`config.mk`:
```
export PLATFORM = sky130hd
export DESIGN_NAME = clk_gen_ctrl
export DESIGN_NICKNAME = d
export VERILOG_FILES = /design/src/rtl/clk_gen_ctrl.sv
export SDC_FILE = /design/constraint.sdc
export NUM_CORES = 1
export LEC_CHECK = 0
export CORE_ASPECT_RATIO = 1.25
export CORE_UTILIZATION = 55
export DETAILED_ROUTE_END_ITERATION = 8
export PLACE_DENSITY = 0.85
export SLEW_MARGIN = 20
export SYNTH_ARGS = -nofsm -noshare
export SYNTH_HDL_FRONTEND = slang
export SYNTH_SLANG_ARGS = --single-unit
export TNS_END_PERCENT = 10
```
`constraint.sdc`:
```
create_clock -name clk -period 10 [get_ports clk]
set_clock_uncertainty 0.2 [all_clocks]
set_input_delay 3 -clock clk [delete_from_list [all_inputs] [get_ports clk]]
set_output_delay 3 -clock clk [all_outputs]
set_load 0.05 [all_outputs]
```
`src/rtl/clk_gen_ctrl.sv`:
```
// -----------------------------------------------------------------------------
// clk_gen_ctrl
//   Programmable clock generator. Produces a registered divided clock clk_out
//   whose period and high time are counted in clk cycles. New settings arrive
//   over a valid/ready handshake and only ever take effect at a period
//   boundary, so clk_out never shows a runt pulse.
//
// Ports
//   clk, rst             : clock, asynchronous active-high reset
//   cfg_valid/cfg_ready  : configuration handshake
//   cfg_period/cfg_high  : requested period P and high time H (clk cycles)
//   cfg_en               : 1 = run with P/H, 0 = stop at the next boundary
//   cfg_err              : one-cycle pulse, last accepted request was invalid
//   clk_out, clk_rise    : generated clock and its rising-cycle marker
//   busy, running        : configuration pending / generator active
//   act_period, act_high : settings currently in effect
// -----------------------------------------------------------------------------
module clk_gen_ctrl #(
  parameter int CNT_W = 16
) (
  input  logic             clk,
  input  logic             rst,
  input  logic             cfg_valid,
  output logic             cfg_ready,
  input  logic [CNT_W-1:0] cfg_period,
  input  logic [CNT_W-1:0] cfg_high,
  input  logic             cfg_en,
  output logic             cfg_err,
  output logic             clk_out,
  output logic             clk_rise,
  output logic             busy,
  output logic             running,
  output logic [CNT_W-1:0] act_period,
  output logic [CNT_W-1:0] act_high
);

  typedef enum logic [1:0] {IDLE, RUN, PEND} state_t;

  state_t           state;
  logic [CNT_W-1:0] cnt;
  logic [CNT_W-1:0] sh_period;
  logic [CNT_W-1:0] sh_high;
  logic             sh_en;

  logic             xfer;
  logic             req_ok;
  logic             last;
  logic [CNT_W-1:0] cnt_inc;
  logic             apply_now;
  logic [CNT_W-1:0] nx_period;
  logic [CNT_W-1:0] nx_high;
  logic             nx_en;

  function automatic logic cfg_valid_rule(input logic [CNT_W-1:0] p,
                                          input logic [CNT_W-1:0] h);
    return (p >= CNT_W'(2)) && (h != '0) && (h < p);
  endfunction

  assign xfer    = cfg_valid && cfg_ready;
  assign req_ok  = cfg_valid_rule(cfg_period, cfg_high);
  assign last    = (cnt == act_period - 1'b1);
  assign cnt_inc = cnt + 1'b1;

  // Select which settings get applied this edge and whether an apply happens.
  // In IDLE a valid request with en=0 "applies" a stop, which leaves the
  // generator exactly where it already is -- i.e. a no-op.
  always_comb begin
    nx_period = cfg_period;
    nx_high   = cfg_high;
    nx_en     = cfg_en;
    apply_now = 1'b0;
    case (state)
      IDLE:    apply_now = xfer && req_ok;
      RUN:     apply_now = xfer && req_ok && last;
      PEND: begin
        nx_period = sh_period;
        nx_high   = sh_high;
        nx_en     = sh_en;
        apply_now = last;
      end
      default: apply_now = 1'b0;
    endcase
  end

  // Shadow copy of the request; only consulted while PEND.
  always_ff @(posedge clk) begin
    if (xfer) begin
      sh_period <= cfg_period;
      sh_high   <= cfg_high;
      sh_en     <= cfg_en;
    end
  end

  always_ff @(posedge clk or posedge rst) begin
    if (rst) begin
      state      <= IDLE;
      cnt        <= '0;
      clk_out    <= 1'b0;
      clk_rise   <= 1'b0;
      cfg_err    <= 1'b0;
      busy       <= 1'b0;
      running    <= 1'b0;
      cfg_ready  <= 1'b1;
      act_period <= '0;
      act_high   <= '0;
    end else begin
      // Rejected requests never change state, so this pulse cannot coincide
      // with a state change.
      cfg_err <= xfer && !req_ok;
      if (apply_now) begin
        cnt       <= '0;
        busy      <= 1'b0;
        cfg_ready <= 1'b1;
        if (nx_en) begin
          state      <= RUN;
          act_period <= nx_period;
          act_high   <= nx_high;
          clk_out    <= 1'b1;
          clk_rise   <= 1'b1;
          running    <= 1'b1;
        end else begin
          state    <= IDLE;
          clk_out  <= 1'b0;
          clk_rise <= 1'b0;
          running  <= 1'b0;
        end
      end else if (state != IDLE) begin
        // Normal counting; every period starts high since act_high >= 1.
        if (last) begin
          cnt      <= '0;
          clk_out  <= 1'b1;
          clk_rise <= 1'b1;
        end else begin
          cnt      <= cnt_inc;
          clk_out  <= (cnt_inc < act_high);
          clk_rise <= 1'b0;
        end
        // A valid request mid-period waits in the shadow for the boundary.
        if (state == RUN && xfer && req_ok) begin
          state     <= PEND;
          busy      <= 1'b1;
          cfg_ready <= 1'b0;
        end
      end
    end
  end

endmodule

```
==> flow_summary.ini <==
[placement]
place_congestion = 0.920
dp_hpwl_um = 9270
io_buffer_count = 73

[die]
die_w_um = 88.6
core_mm2 = 0.00913
die-area_mm2 = 0.00977
die_h_um = 110
initial_core_util_pct = 56.5
io_pins = 74
rows = 39

[timing]
hold_violations = 0
tns_ns = 0
fin_crit_ns = 6.61
finalSetupViolations = 0
tightest_slew_ns = 0.932
rsz0062_at_grt = no
drv_slew = 0
slew_headroom_pct = 37.3
period_share_pct = 66.1
fmax_ghz = 0.151

[critical_path]
critical_path.startpoint = cfg_period[6]
arrival_ns = 6.65
crit_type = input pin to register
worst_setup_path_end_kind = register
crit_fanout = 34
worst_setup_path_start_kind = input pin
r2r_start = act_period[0]
crit_required_ns = 10.03

[routing]
first_iter_violations = 345
firstDrtPassIters = 6
vias_per_cell = 6.06
drcViolationCount = 0
wl_per_cell_um = 18.5
ant_nets = 0
drt_wl_total_um = 12600
via_count = 4123

[global_route]
grt_max_degree = 56
grt_pass1_vias = 4036
grt_overflow = 0
antenna_found_initial = 0
grt_pass1_wl_um = 20500
grt_usage_pct = 28.4

[outcome]
status = completed

[cts]
cts_hold_buf = 0
clk_path_buf_depth = 2
cts_tree = done
post_cts_buffers = 0
clk_pin_slew_ns = 0.06
cts_sinks = 88
cts_resized = 0
cts_inserted_buffers = 9
htree_levels = 3
cts-root-buf = clkbuf_16
clock_latency_ns = 0.35

[flow_run]
cap_violations = 0

[yosys]
synth-edff-count = 33
postSynthCellCount = 484
synth_nets = 552
avgSynthCellArea_um2 = 10.7
ys_ff_latch = 88
synth_seq_area_share_pct = 45.9
yosysUniqueCellTypes = 56
ys_warn_count = 0
syn_area_mm2 = 0.00516
async_flop_share_pct = 62.5
ys.flop_type = dfrtp_1

[finish]
drive_above_1_share_pct = 6.64
fin_nets = 621
area.growth.synth_to_final_pct = 21.8
diodes = 0

[power]
ir_drop_uv = 155
powerDensity_mw_per_mm2 = 288
leakagePower_uw = 0.00281
power_uw = 1810

[min_path]
hold_start = running
hold_class = register to register
[metrics by stage]
stage	utilization [%]	hold slack, ns	instance area (um^2)	setup slack, ns	instances
after detailed placement	65.7	0.291	6000	3.13	664
after global placement	65.6	0.286	5990	3.20	664
after global routing	68.8	0.315	6280	3.19	680
after floorplan	-	0.302	5160	4.22	484
after CTS	68.6	0.305	6260	3.48	679
final	68.8	0.311	6280	3.39	680
[layer usage]
metal | up-vias | share of wire (%) | GRT usage [%]
met3 | 38 | 4.6 | 3.65
met4 | 0 | 3.9 | 15.4
met2 | 160 | 51 | 47.9
met5 | - | 0 | 0
met1 | 1989 | 41 | 35.4
li1 | 1936 | - | -
[synth_stat cells, drive strengths merged (2+ instances only)]
cell	instances	area, um^2
buf	5	31.3
a21o	20	150
edfxtp	33	991
or3	5	31.3
nor3	10	50.1
a31oi	2	12.5
nand2	36	135
clkbuf	14	52.6
a211oi	2	20.0
ha	32	400
nand4	8	50.1
inv	39	146
o31ai	2	20.0
nor2	13	48.8
xnor2	19	166
and3	10	62.6
nand2b	3	18.8
o21ai	30	150
nand3	12	60.1
a41oi	3	26.3
mux2i	36	360
mux2	15	169
or2	3	18.8
o22ai	2	12.5
xor2	13	114
dfrtp	54	1350
nor4	14	106
a32o	5	50.1
nor3b	6	45.0
o211ai	3	22.5
a311oi	2	17.5
a221oi	2	17.5
a21oi	13	65.1
and4	2	17.5
[worst max-delay path: stages]
cell and delay [ns]:
clkdlybuf4s50_1 0.49, inv_1 0.06, ha_1 0.31, a21o_1 0.19
a221oi_1 0.31, o22ai_1 0.13, nor4_1 0.82, nand4_1 0.27
a21boi_4 0.20, buf_4 0.44, mux2_2 0.39
[cell families after synthesis]
kind of cell | synth area share, %
XOR/XNOR | 5.43
flip-flops | 45.9
AO/OA/AOI/OAI | 12.7
multiplexers | 10.3
AND/OR/NAND/NOR | 13.5
buffers and inverters | 4.46
adder cells (fa/ha/maj) | 7.76
[where the power goes]
| group | switching, uW | internal, uW |
|---|---|---|
| combinational | 564 | 344 |
| clock | 140 | 167 |
| sequential | 123 | 472 |
[final timing paths]
kind	to	slack, ns	depth (start not counted)
min in group asynchronous	act_high[5]	2.76	2
setup / recovery	act_high[0]	3.39	11
setup reg to reg	act_high[0]	5.32	11
max in group asynchronous	cfg_ready	6.27	3
hold reg to reg	running	0.31	1
hold / removal	running	0.31	1
[state kept, by name, summed over array words and instances, names as in the netlist]
name / cells
running: 1
busy: 1
clk_rise: 1
state: 1
clk_out: 1
cfg_err: 1
cfg_ready: 1
sh_en: 1
cnt: 16
sh_period: 16
act_period: 16
act_high: 16
sh_high: 16
[placed cells by master, fill, tap and decap left out, types with 2 or more instances in the layout]
| cell type | synthesis | routed |
|---|---|---|
| nand2_1 | 36 | 36 |
| edfxtp_1 | 33 | 33 |
| or2_2 | 3 | 3 |
| dfrtp_1 | 54 | 54 |
| inv_1 | 39 | 38 |
| nor4_2 | 3 | 3 |
| nor4_1 | 11 | 11 |
| mux2_1 | 10 | 10 |
| ha_1 | 32 | 32 |
| a21o_1 | 20 | 20 |
| and3_1 | 10 | 10 |
| a41oi_1 | 3 | 3 |
| nand2b_1 | 3 | 3 |
| nor3_1 | 10 | 10 |
| a31oi_1 | 2 | 2 |
| clkbuf_16 | 0 | 9 |
| nand3_1 | 12 | 12 |
| nand4_1 | 8 | 8 |
| o21ai_0 | 30 | 30 |
| buf_4 | 3 | 3 |
| a221oi_1 | 2 | 2 |
| o211ai_1 | 3 | 3 |
| nor2_1 | 13 | 12 |
| xor2_1 | 13 | 13 |
| and4_1 | 2 | 2 |
| clkinv_2 | 0 | 3 |
| a32o_1 | 5 | 5 |
| mux2i_1 | 36 | 36 |
| nor3b_1 | 6 | 6 |
| o22ai_1 | 2 | 2 |
| xnor2_1 | 19 | 19 |
| clkinv_4 | 0 | 2 |
| or3_1 | 5 | 5 |
| a21oi_1 | 13 | 13 |
| mux2_2 | 5 | 5 |
| a311oi_1 | 2 | 2 |
| clkdlybuf4s50_1 | 0 | 73 |
[final cells by class]
class                      instances  area, um^2
sequential                        88        2370
timing repair buffer              77         773
inverter                          39         148
fill                             678        2840
clock inverter                     5        35.0
tap                              123         154
clock buffer                      10         229
multi-input combinational        338        2570
Note: power is estimated with default switching activity, not from simulation.
